### src/rtl/copy_engine_fb_sink_if.sv
// Signal bundle between the copy-engine fabric, the VGA scanout, the external SRAM
// and the frame-buffer sink. The sink takes the slave view; the SoC/SRAM side takes the master view.
interface copy_engine_fb_sink_if;
    logic [9:0]  program_x;
    logic [9:0]  program_y;
    logic        program_write;
    logic [15:0] program_data;
    logic [1:0]  palette_index;
    logic        engine_execute;
    logic        engine_done;
    logic [19:0] src_addr;
    logic [15:0] src_data;
    logic        current_frame;
    logic [1:0]  palette_sel;
    logic        frame_sync;
    logic        vga_req;
    logic [9:0]  vga_x;
    logic [9:0]  vga_y;
    logic [15:0] vga_data;
    logic        vga_valid;
    logic        busy;
    logic        overflow;
    logic [19:0] sram_addr;
    logic [15:0] sram_dq_out;
    logic        sram_dq_oe;
    logic [15:0] sram_dq_in;
    logic        sram_ce_n;
    logic        sram_oe_n;
    logic        sram_we_n;
    logic        sram_ub_n;
    logic        sram_lb_n;

    modport master (
        output program_x, program_y, program_write, program_data, palette_index,
        output engine_execute, engine_done, src_addr, frame_sync,
        output vga_req, vga_x, vga_y, sram_dq_in,
        input  src_data, current_frame, palette_sel, vga_data, vga_valid, busy, overflow,
        input  sram_addr, sram_dq_out, sram_dq_oe, sram_ce_n, sram_oe_n, sram_we_n,
        input  sram_ub_n, sram_lb_n
    );

    modport slave (
        input  program_x, program_y, program_write, program_data, palette_index,
        input  engine_execute, engine_done, src_addr, frame_sync,
        input  vga_req, vga_x, vga_y, sram_dq_in,
        output src_data, current_frame, palette_sel, vga_data, vga_valid, busy, overflow,
        output sram_addr, sram_dq_out, sram_dq_oe, sram_ce_n, sram_oe_n, sram_we_n,
        output sram_ub_n, sram_lb_n
    );
endinterface

### src/rtl/copy_engine_fb_sink.sv
// Copy-engine frame-buffer sink: buffers pixel writes, time-shares one SRAM between
// back-buffer writes, copy-engine source reads and VGA front-buffer reads, and swaps on vsync.
module copy_engine_fb_sink #(
    parameter int FIFO_DEPTH = 16,
    parameter int FRAME_W    = 640,
    parameter int FRAME_H    = 480
) (
    input logic                  clk_clk,
    input logic                  reset_reset_n,
    copy_engine_fb_sink_if.slave bus
);
    localparam int AW = $clog2(FIFO_DEPTH);

    typedef enum logic {PH_READ, PH_WRITE} phase_t;
    typedef enum logic [1:0] {RD_NONE, RD_SRC, RD_VGA} rd_kind_t;

    function automatic logic [19:0] pix_addr(input logic frame, input logic [9:0] x,
                                             input logic [9:0] y);
        return {frame, 19'(y) * 19'(FRAME_W) + 19'(x)};
    endfunction

    phase_t      phase_q, phase_d;
    rd_kind_t    rd_kind_q, rd_kind_d;
    logic [AW-1:0] wr_ptr_q, wr_ptr_d, rd_ptr_q, rd_ptr_d;
    logic [AW:0] count_q, count_d;
    logic [35:0] fifo_mem_q [FIFO_DEPTH];
    logic [19:0] sram_addr_q, sram_addr_d;
    logic [15:0] sram_dq_out_q, sram_dq_out_d;
    logic        sram_dq_oe_q, sram_dq_oe_d;
    logic        sram_ce_n_q, sram_ce_n_d, sram_oe_n_q, sram_oe_n_d;
    logic        sram_we_n_q, sram_we_n_d, sram_bytes_n_q, sram_bytes_n_d;
    logic [15:0] src_data_q, src_data_d, vga_data_q, vga_data_d;
    logic        vga_valid_q, vga_valid_d;
    logic        current_frame_q, current_frame_d;
    logic [1:0]  palette_sel_q, palette_sel_d;
    logic        swap_pending_q, swap_pending_d;
    logic        overflow_q, overflow_d;
    logic        exec_prev_q, done_prev_q;

    logic        in_range, push_req, push, drop, do_pop, fifo_empty, fifo_full;
    logic        exec_rise, done_rise, swap_fire;
    logic [35:0] fifo_head;

    always_comb begin
        in_range   = (bus.program_x < 10'(FRAME_W)) && (bus.program_y < 10'(FRAME_H));
        push_req   = bus.program_write && in_range;
        fifo_empty = (count_q == '0);
        fifo_full  = (count_q == (AW+1)'(FIFO_DEPTH));
        fifo_head  = fifo_mem_q[rd_ptr_q];
        // VGA owns the slot whenever it asks; writes take only WRITE phases.
        do_pop     = !bus.vga_req && (phase_q == PH_WRITE) && !fifo_empty;
        // A pop in the same cycle frees the slot, so a full FIFO still accepts the push.
        push       = push_req && (!fifo_full || do_pop);
        drop       = push_req && fifo_full && !do_pop;
        exec_rise  = bus.engine_execute && !exec_prev_q;
        done_rise  = bus.engine_done && !done_prev_q;
        swap_fire  = bus.frame_sync && swap_pending_q && fifo_empty && sram_we_n_q;

        phase_d  = (phase_q == PH_READ) ? PH_WRITE : PH_READ;
        wr_ptr_d = push   ? wr_ptr_q + 1'b1 : wr_ptr_q;
        rd_ptr_d = do_pop ? rd_ptr_q + 1'b1 : rd_ptr_q;
        count_d  = count_q;
        if (push && !do_pop) begin
            count_d = count_q + 1'b1;
        end else if (!push && do_pop) begin
            count_d = count_q - 1'b1;
        end

        overflow_d      = drop ? 1'b1 : (exec_rise ? 1'b0 : overflow_q);
        current_frame_d = swap_fire ? ~current_frame_q : current_frame_q;
        palette_sel_d   = swap_fire ? bus.palette_index : palette_sel_q;
        swap_pending_d  = done_rise ? 1'b1 : (swap_fire ? 1'b0 : swap_pending_q);

        sram_addr_d    = sram_addr_q;
        sram_dq_out_d  = sram_dq_out_q;
        sram_dq_oe_d   = 1'b0;
        sram_ce_n_d    = 1'b1;
        sram_oe_n_d    = 1'b1;
        sram_we_n_d    = 1'b1;
        sram_bytes_n_d = 1'b1;
        rd_kind_d      = RD_NONE;
        if (bus.vga_req) begin
            sram_addr_d    = pix_addr(current_frame_q, bus.vga_x, bus.vga_y);
            sram_ce_n_d    = 1'b0;
            sram_oe_n_d    = 1'b0;
            sram_bytes_n_d = 1'b0;
            rd_kind_d      = RD_VGA;
        end else if (do_pop) begin
            sram_addr_d    = fifo_head[35:16];
            sram_dq_out_d  = fifo_head[15:0];
            sram_dq_oe_d   = 1'b1;
            sram_ce_n_d    = 1'b0;
            sram_we_n_d    = 1'b0;
            sram_bytes_n_d = 1'b0;
        end else begin
            sram_addr_d    = bus.src_addr;
            sram_ce_n_d    = 1'b0;
            sram_oe_n_d    = 1'b0;
            sram_bytes_n_d = 1'b0;
            rd_kind_d      = RD_SRC;
        end

        // Read data is captured one edge after the address was issued.
        src_data_d  = (rd_kind_q == RD_SRC) ? bus.sram_dq_in : src_data_q;
        vga_data_d  = (rd_kind_q == RD_VGA) ? bus.sram_dq_in : vga_data_q;
        vga_valid_d = (rd_kind_q == RD_VGA);
    end

    always_ff @(posedge clk_clk) begin
        if (push) begin
            fifo_mem_q[wr_ptr_q] <= {pix_addr(~current_frame_q, bus.program_x, bus.program_y),
                                     bus.program_data};
        end
    end

    always_ff @(posedge clk_clk or negedge reset_reset_n) begin
        if (!reset_reset_n) begin
            phase_q         <= PH_READ;
            rd_kind_q       <= RD_NONE;
            wr_ptr_q        <= '0;
            rd_ptr_q        <= '0;
            count_q         <= '0;
            sram_addr_q     <= '0;
            sram_dq_out_q   <= '0;
            sram_dq_oe_q    <= 1'b0;
            sram_ce_n_q     <= 1'b1;
            sram_oe_n_q     <= 1'b1;
            sram_we_n_q     <= 1'b1;
            sram_bytes_n_q  <= 1'b1;
            src_data_q      <= '0;
            vga_data_q      <= '0;
            vga_valid_q     <= 1'b0;
            current_frame_q <= 1'b0;
            palette_sel_q   <= '0;
            swap_pending_q  <= 1'b0;
            overflow_q      <= 1'b0;
            exec_prev_q     <= 1'b0;
            done_prev_q     <= 1'b0;
        end else begin
            phase_q         <= phase_d;
            rd_kind_q       <= rd_kind_d;
            wr_ptr_q        <= wr_ptr_d;
            rd_ptr_q        <= rd_ptr_d;
            count_q         <= count_d;
            sram_addr_q     <= sram_addr_d;
            sram_dq_out_q   <= sram_dq_out_d;
            sram_dq_oe_q    <= sram_dq_oe_d;
            sram_ce_n_q     <= sram_ce_n_d;
            sram_oe_n_q     <= sram_oe_n_d;
            sram_we_n_q     <= sram_we_n_d;
            sram_bytes_n_q  <= sram_bytes_n_d;
            src_data_q      <= src_data_d;
            vga_data_q      <= vga_data_d;
            vga_valid_q     <= vga_valid_d;
            current_frame_q <= current_frame_d;
            palette_sel_q   <= palette_sel_d;
            swap_pending_q  <= swap_pending_d;
            overflow_q      <= overflow_d;
            exec_prev_q     <= bus.engine_execute;
            done_prev_q     <= bus.engine_done;
        end
    end

    assign bus.src_data      = src_data_q;
    assign bus.vga_data      = vga_data_q;
    assign bus.vga_valid     = vga_valid_q;
    assign bus.current_frame = current_frame_q;
    assign bus.palette_sel   = palette_sel_q;
    assign bus.overflow      = overflow_q;
    assign bus.busy          = !fifo_empty || !sram_we_n_q || swap_pending_q;
    assign bus.sram_addr     = sram_addr_q;
    assign bus.sram_dq_out   = sram_dq_out_q;
    assign bus.sram_dq_oe    = sram_dq_oe_q;
    assign bus.sram_ce_n     = sram_ce_n_q;
    assign bus.sram_oe_n     = sram_oe_n_q;
    assign bus.sram_we_n     = sram_we_n_q;
    assign bus.sram_ub_n     = sram_bytes_n_q;
    assign bus.sram_lb_n     = sram_bytes_n_q;
endmodule

### src/flat_wrapper.sv
// flat-port wrapper written by rule: the top's interface ports become plain ports
module copy_engine_fb_sink_flat 
#(
    parameter int FIFO_DEPTH = 16,
    parameter int FRAME_W    = 640,
    parameter int FRAME_H    = 480
)
  (clk_clk, reset_reset_n, bus_program_x, bus_program_y, bus_program_write, bus_program_data, bus_palette_index, bus_engine_execute, bus_engine_done, bus_src_addr, bus_frame_sync, bus_vga_req, bus_vga_x, bus_vga_y, bus_sram_dq_in, bus_src_data, bus_current_frame, bus_palette_sel, bus_vga_data, bus_vga_valid, bus_busy, bus_overflow, bus_sram_addr, bus_sram_dq_out, bus_sram_dq_oe, bus_sram_ce_n, bus_sram_oe_n, bus_sram_we_n, bus_sram_ub_n, bus_sram_lb_n);
  copy_engine_fb_sink_if bus_i ();
  input logic clk_clk;
  input logic reset_reset_n;
  input wire logic [$bits(bus_i.program_x)-1:0] bus_program_x;
  input wire logic [$bits(bus_i.program_y)-1:0] bus_program_y;
  input wire logic [$bits(bus_i.program_write)-1:0] bus_program_write;
  input wire logic [$bits(bus_i.program_data)-1:0] bus_program_data;
  input wire logic [$bits(bus_i.palette_index)-1:0] bus_palette_index;
  input wire logic [$bits(bus_i.engine_execute)-1:0] bus_engine_execute;
  input wire logic [$bits(bus_i.engine_done)-1:0] bus_engine_done;
  input wire logic [$bits(bus_i.src_addr)-1:0] bus_src_addr;
  input wire logic [$bits(bus_i.frame_sync)-1:0] bus_frame_sync;
  input wire logic [$bits(bus_i.vga_req)-1:0] bus_vga_req;
  input wire logic [$bits(bus_i.vga_x)-1:0] bus_vga_x;
  input wire logic [$bits(bus_i.vga_y)-1:0] bus_vga_y;
  input wire logic [$bits(bus_i.sram_dq_in)-1:0] bus_sram_dq_in;
  output wire logic [$bits(bus_i.src_data)-1:0] bus_src_data;
  output wire logic [$bits(bus_i.current_frame)-1:0] bus_current_frame;
  output wire logic [$bits(bus_i.palette_sel)-1:0] bus_palette_sel;
  output wire logic [$bits(bus_i.vga_data)-1:0] bus_vga_data;
  output wire logic [$bits(bus_i.vga_valid)-1:0] bus_vga_valid;
  output wire logic [$bits(bus_i.busy)-1:0] bus_busy;
  output wire logic [$bits(bus_i.overflow)-1:0] bus_overflow;
  output wire logic [$bits(bus_i.sram_addr)-1:0] bus_sram_addr;
  output wire logic [$bits(bus_i.sram_dq_out)-1:0] bus_sram_dq_out;
  output wire logic [$bits(bus_i.sram_dq_oe)-1:0] bus_sram_dq_oe;
  output wire logic [$bits(bus_i.sram_ce_n)-1:0] bus_sram_ce_n;
  output wire logic [$bits(bus_i.sram_oe_n)-1:0] bus_sram_oe_n;
  output wire logic [$bits(bus_i.sram_we_n)-1:0] bus_sram_we_n;
  output wire logic [$bits(bus_i.sram_ub_n)-1:0] bus_sram_ub_n;
  output wire logic [$bits(bus_i.sram_lb_n)-1:0] bus_sram_lb_n;
  assign bus_i.program_x = bus_program_x;
  assign bus_i.program_y = bus_program_y;
  assign bus_i.program_write = bus_program_write;
  assign bus_i.program_data = bus_program_data;
  assign bus_i.palette_index = bus_palette_index;
  assign bus_i.engine_execute = bus_engine_execute;
  assign bus_i.engine_done = bus_engine_done;
  assign bus_i.src_addr = bus_src_addr;
  assign bus_i.frame_sync = bus_frame_sync;
  assign bus_i.vga_req = bus_vga_req;
  assign bus_i.vga_x = bus_vga_x;
  assign bus_i.vga_y = bus_vga_y;
  assign bus_i.sram_dq_in = bus_sram_dq_in;
  assign bus_src_data = bus_i.src_data;
  assign bus_current_frame = bus_i.current_frame;
  assign bus_palette_sel = bus_i.palette_sel;
  assign bus_vga_data = bus_i.vga_data;
  assign bus_vga_valid = bus_i.vga_valid;
  assign bus_busy = bus_i.busy;
  assign bus_overflow = bus_i.overflow;
  assign bus_sram_addr = bus_i.sram_addr;
  assign bus_sram_dq_out = bus_i.sram_dq_out;
  assign bus_sram_dq_oe = bus_i.sram_dq_oe;
  assign bus_sram_ce_n = bus_i.sram_ce_n;
  assign bus_sram_oe_n = bus_i.sram_oe_n;
  assign bus_sram_we_n = bus_i.sram_we_n;
  assign bus_sram_ub_n = bus_i.sram_ub_n;
  assign bus_sram_lb_n = bus_i.sram_lb_n;
  copy_engine_fb_sink #(.FIFO_DEPTH(FIFO_DEPTH), .FRAME_W(FRAME_W), .FRAME_H(FRAME_H)) u_core (.clk_clk(clk_clk), .reset_reset_n(reset_reset_n), .bus(bus_i));
endmodule
### config.mk
export PLATFORM = sky130hd
export DESIGN_NAME = copy_engine_fb_sink_flat
export DESIGN_NICKNAME = d
export VERILOG_FILES = /design/src/rtl/copy_engine_fb_sink_if.sv /design/src/rtl/copy_engine_fb_sink.sv /design/src/flat_wrapper.sv
export SDC_FILE = /design/constraint.sdc
export NUM_CORES = 1
export LEC_CHECK = 0
export CAP_MARGIN = 10
export CORE_MARGIN = 8
export CORE_UTILIZATION = 40
export CTS_BUF_LIST = sky130_fd_sc_hd__clkbuf_16
export CTS_CLUSTER_SIZE = 30
export DETAILED_ROUTE_END_ITERATION = 10
export PLACE_DENSITY = 0.54
export SLEW_MARGIN = 5
export SYNTH_ARGS = -nofsm -noshare
export SYNTH_HDL_FRONTEND = slang
export SYNTH_SLANG_ARGS = --single-unit
export TNS_END_PERCENT = 1
### constraint.sdc
create_clock -name clk_clk -period 4.85 [get_ports clk_clk]
set_input_delay 0.485 -clock clk_clk [delete_from_list [all_inputs] [get_ports clk_clk]]
set_output_delay 0.485 -clock clk_clk [all_outputs]
set_load 0.02 [all_outputs]
==> impl_results.html <==
<table>
<tr><th>Metric</th><th>Value</th></tr>
<tr><th colspan="2">Run status</th></tr>
<tr><td>Result of the run</td><td>completed</td></tr>
<tr><th colspan="2">Die</th></tr>
<tr><td>Die Height</td><td>approximately 280 µm</td></tr>
<tr><td>Die outline area</td><td>between 0.07 and 0.08 mm²</td></tr>
<tr><td>Boundary pin count</td><td>roughly 180</td></tr>
<tr><td>Placeable core area</td><td>0.0669 mm²</td></tr>
<tr><td>Starting density of the core</td><td>0.402</td></tr>
<tr><td>Die Width</td><td>~280 µm</td></tr>
<tr><td>Site row count</td><td>95</td></tr>
<tr><th colspan="2">Route</th></tr>
<tr><td>Total Routed Length</td><td>about 63000 µm</td></tr>
<tr><td>Highest Signal Layer</td><td>met5</td></tr>
<tr><td>Drt initial violations</td><td>841</td></tr>
<tr><td>Avg Vias per Cell</td><td>roughly 5.4</td></tr>
<tr><td>Length of routed met3 wiring</td><td>approximately 3100 µm</td></tr>
<tr><td>Met1 routed wirelength after detailed routing</td><td>around 27000 µm</td></tr>
<tr><td>DRC violation count after routing</td><td>0</td></tr>
<tr><td>Initial DRT Pass Iterations</td><td>5</td></tr>
<tr><td>Average wire per cell in the routed design</td><td>approximately 25 µm</td></tr>
<tr><td>Detail Route met2 WL</td><td>approximately 31000 µm</td></tr>
<tr><td>Count of vias placed by the detailed router</td><td>around 13000</td></tr>
<tr><td>Antenna-violating nets left</td><td>0</td></tr>
<tr><th colspan="2">Power and ir drop</th></tr>
<tr><td>PD cells</td><td>520 mW/mm²</td></tr>
<tr><td>VDD IR max</td><td>roughly 0.00032 V</td></tr>
<tr><td>Switching Power</td><td>4.76 mW</td></tr>
<tr><td>Total leakage power</td><td>~11 nW</td></tr>
<tr><td>Fraction of power spent switching nets</td><td>0.283</td></tr>
<tr><td>Sequential Power Share</td><td>0.432</td></tr>
<tr><td>Power share of the clock group</td><td>0.303</td></tr>
<tr><td>Proportion of power drawn by combinational gates</td><td>0.265</td></tr>
<tr><td>Cell-internal power</td><td>between 10 and 15 mW</td></tr>
<tr><th colspan="2">Clocking</th></tr>
<tr><td>TritonCTS clock tree</td><td>built</td></tr>
<tr><td>Cts bufs inserted</td><td>73</td></tr>
<tr><td>Clock Sink Count</td><td>~670</td></tr>
<tr><td>H-tree depth</td><td>3</td></tr>
<tr><td>Number of setup buffers added after CTS</td><td>0</td></tr>
<tr><td>Number of gates given a new drive strength after cts</td><td>0</td></tr>
<tr><td>Clock slew at the register clock pins of the worst setup and hold paths</td><td>50 ps</td></tr>
<tr><td>Max Root-Sink Buffers</td><td>3</td></tr>
<tr><td>Clock root buffer master</td><td>sky130_fd_sc_hd__clkbuf_16</td></tr>
<tr><td>Later-pin clock latency in the skew report</td><td>approximately 600 ps</td></tr>
<tr><td>Number of hold buffers added after CTS</td><td>1</td></tr>
<tr><th colspan="2">Logic synthesis</th></tr>
<tr><td>Synthesized instance count</td><td>between 1000 and 1500</td></tr>
<tr><td>Synthesized net count</td><td>about 1500</td></tr>
<tr><td>Post-synthesis sequential element count</td><td>~670</td></tr>
<tr><td>Number of flops mapped to enable cells by yosys</td><td>576</td></tr>
<tr><td>Ranking of synthesized cells by area</td><td>sky130_fd_sc_hd__edfxtp_1, sky130_fd_sc_hd__mux4_2, sky130_fd_sc_hd__dfrtp_1</td></tr>
<tr><td>Sequential cell area fraction in the yosys report</td><td>0.732</td></tr>
<tr><td>Share of the synthesized area in the top cell type</td><td>0.643</td></tr>
<tr><td>Mean instance size in the synthesized netlist</td><td>20.7 µm²</td></tr>
<tr><td>Number of distinct library cell variants in the gate-level netlist after synthesis</td><td>56</td></tr>
<tr><td>Area of the mapped netlist</td><td>between 0.02 and 0.03 mm²</td></tr>
<tr><td>Most common library cells after synthesis</td><td>sky130_fd_sc_hd__edfxtp_1, sky130_fd_sc_hd__mux4_2, sky130_fd_sc_hd__dfrtp_1</td></tr>
<tr><td>Largest area contributor in the synthesized netlist</td><td>sky130_fd_sc_hd__edfxtp_1</td></tr>
<tr><td>Ys async rst share</td><td>0.143</td></tr>
<tr><td>Main flop type after synthesis</td><td>sky130_fd_sc_hd__edfxtp_1</td></tr>
<tr><td>Most frequently used cell type in the post-synthesis netlist</td><td>sky130_fd_sc_hd__edfxtp_1</td></tr>
<tr><td>Number of warnings printed during yosys synthesis</td><td>0</td></tr>
<tr><th colspan="2">Worst setup path</th></tr>
<tr><td>Kind of cell with the highest combined delay on the critical path</td><td>simple AND/OR/NAND/NOR gates</td></tr>
<tr><td>Endpoint type of the worst setup path</td><td>primary output</td></tr>
<tr><td>Worst path cell trace</td><td>nor4_1, nor2b_1, nand3_1, clkdlybuf4s50_1</td></tr>
<tr><td>Maximum cell stage delay along the critical path</td><td>a little over 600 ps</td></tr>
<tr><td>Worst Path Class, Setup</td><td>reg2out</td></tr>
<tr><td>CP startpoint kind</td><td>flip-flop</td></tr>
<tr><td>Critical Path RT</td><td>4370 ps</td></tr>
<tr><td>Buf/Inv on CP</td><td>1</td></tr>
<tr><td>Largest driver fanout on the critical path</td><td>4</td></tr>
<tr><td>Slowest CP cell</td><td>sky130_fd_sc_hd__nor4_1</td></tr>
<tr><td>Data arrival at the endpoint of the critical path</td><td>around 2800 ps</td></tr>
<tr><th colspan="2">Placed design</th></tr>
<tr><td>Routability Congestion</td><td>0.737</td></tr>
<tr><td>Final HPWL from detailed placement</td><td>approximately 37000 µm</td></tr>
<tr><td>Placed cell areas</td><td>just over 0.03 mm²</td></tr>
<tr><td>Buffers added on ports</td><td>180</td></tr>
<tr><th colspan="2">STA</th></tr>
<tr><td>Transition time at the pin with the least slew margin</td><td>1040 ps</td></tr>
<tr><td>Final period utilization</td><td>0.677</td></tr>
<tr><td>Setup repair after global routing missed its margin</td><td>false</td></tr>
<tr><td>Pins Over Slew Limit</td><td>0</td></tr>
<tr><td>Setup clock skew after layout</td><td>roughly 21 ps</td></tr>
<tr><td>Final min period</td><td>approximately 3300 ps</td></tr>
<tr><td>Maximum clock frequency</td><td>305 MHz</td></tr>
<tr><td>Setup violators final</td><td>0</td></tr>
<tr><td>Relative max-transition margin</td><td>0.304</td></tr>
<tr><td>Setup tns final</td><td>0 ps</td></tr>
<tr><td>Hold violation total from the final report</td><td>0</td></tr>
<tr><th colspan="2">Global route</th></tr>
<tr><td>Vias in the first global route</td><td>14200</td></tr>
<tr><td>Number of antenna violations at the first check in global routing</td><td>2</td></tr>
<tr><td>Gr ovfl total</td><td>0</td></tr>
<tr><td>Global-route usage over all layers</td><td>0.166</td></tr>
<tr><td>Wire length of the first global-routing pass</td><td>~93000 µm</td></tr>
<tr><td>Pin count of the biggest net entering global routing</td><td>a little under 60</td></tr>
<tr><th colspan="2">Finish</th></tr>
<tr><td>Post-layout utilization of the core</td><td>0.484</td></tr>
<tr><td>Number of antenna repair diodes</td><td>0</td></tr>
<tr><td>Area of all placed cells without fillers</td><td>0.0324 mm²</td></tr>
<tr><td>Fraction of layout cells with a size suffix above 1</td><td>0.242</td></tr>
<tr><td>Filler cells</td><td>5555</td></tr>
<tr><td>Net total in the final layout</td><td>between 1500 and 2000</td></tr>
<tr><td>Area added between synthesis and finish</td><td>20.2%</td></tr>
<tr><th colspan="2">Flow run</th></tr>
<tr><td>Max-cap violations</td><td>0</td></tr>
<tr><th colspan="2">Worst hold path</th></tr>
<tr><td>Min-delay worst type</td><td>in2reg</td></tr>
</table>
-- cell type report --
class	instances	area, µm²	area share
Clock buffer	75	1880	0.0580
Clock inverter	53	314	0.00970
Inverter	20	75.1	0.00232
Multi-Input combinational cell	549	6950	0.215
Sequential cell	672	19700	0.609
Tap cell	873	1090	0.0338
Timing Repair Buffer	233	2340	0.0722
-- placed cells by master, fill, tap and decap left out, drive strengths merged, types with 3 or more instances in the layout --
cell and n:
ha 47, a221o 13, nor4 4, clkinv 23, inv 47, edfxtp 576
nand2b 6, nor2b 6, mux2 35, nand3 6, nor2 19, fa 5
a21oi 15, a22oi 4, mux4 179, nand2 72, o21ai 24, nor3 6
clkdlybuf4s50 179, dfrtp 93, a211oi 7, or2 3, clkbuf 75, a21o 6
xor2 11, nand4 4, buf 53, o21a 7, and3 15, nor3b 3
dfstp 3, bufinv 3, xnor2 25
-- metal layers --
metal  global-route usage  vias to the layer above
li1                     -                     5824
met2                0.280                      316
met3               0.0288                       87
met1                0.221                     7074
met5                    0                        -
met4               0.0491                        2
-- path summary, 6_finish.rpt --
kind | start | to | slack, ps | cells after the start
min reg2reg | u_core.done_prev_q | u_core.swap_pending_q | 440 | 1
min | bus_engine_execute | u_core.exec_prev_q | 370 | 1
min in group asynchronous | reset_reset_n | u_core.bus.sram_addr[12] | 480 | 2
max | u_core.count_q[0] | bus_busy | 1570 | 4
max in group asynchronous | reset_reset_n | u_core.bus.sram_dq_out[8] | 3190 | 3
max reg2reg | u_core.count_q[0] | u_core.count_q[4] | 1730 | 12
-- power groups by stage --
stage | registers (mW) | logic, mW | clock network, mW
2_1_floorplan | 7.24 | 3.07 | 0
3_3_place_gp | 7.39 | 4.53 | 0
3_5_place_dp | 7.40 | 4.56 | 0
4_1_cts | 7.29 | 4.57 | 5.25
5_1_grt | 7.34 | 4.81 | 5.46
6_report | 7.27 | 4.46 | 5.10
-- sequential cells by signal (all words and copies together), names as in the netlist, 2 cells and up --
name                    count
u_core.bus.palette_sel      2
u_core.fifo_mem_q         576
u_core.rd_kind_q            2
u_core.bus.src_data        16
u_core.wr_ptr_q             4
u_core.bus.vga_data        16
u_core.count_q              5
u_core.rd_ptr_q             4
u_core.bus.sram_addr       20
u_core.bus.sram_dq_out     16
-- cells by family (layout without fill, tap and decap cells) --
group | after synthesis | after routing | share of synthesized area
and+or+nand+nor | 154 | 154 | 0.0276
xor gates and xnor gates | 37 | 37 | 0.0126
other | 1 | 1 | 0.000139
muxes | 215 | 215 | 0.165
DFF | 672 | 672 | 0.732
buffers and inverters | 81 | 381 | 0.0141
adders and majority gates | 52 | 52 | 0.0256
AOI/OAI and AO/OA | 90 | 90 | 0.0233
-- per-stage QoR --
| stage | std cells | setup slack, ps | total power, mW | hold slack, ps |
|---|---|---|---|---|
| 2_1_floorplan | 1302 | 364 | 10.3 | 189 |
| 3_3_place_gp | 2345 | 773 | 11.9 | 421 |
| 3_5_place_dp | 2345 | 620 | 12.0 | 442 |
| 4_1_cts | 2474 | 1230 | 17.1 | 332 |
| 5_1_grt | 2475 | 1260 | 17.6 | 343 |
| 6_report | 2475 | 1570 | 16.8 | 373 |
Power figures use the tool's default switching activity.
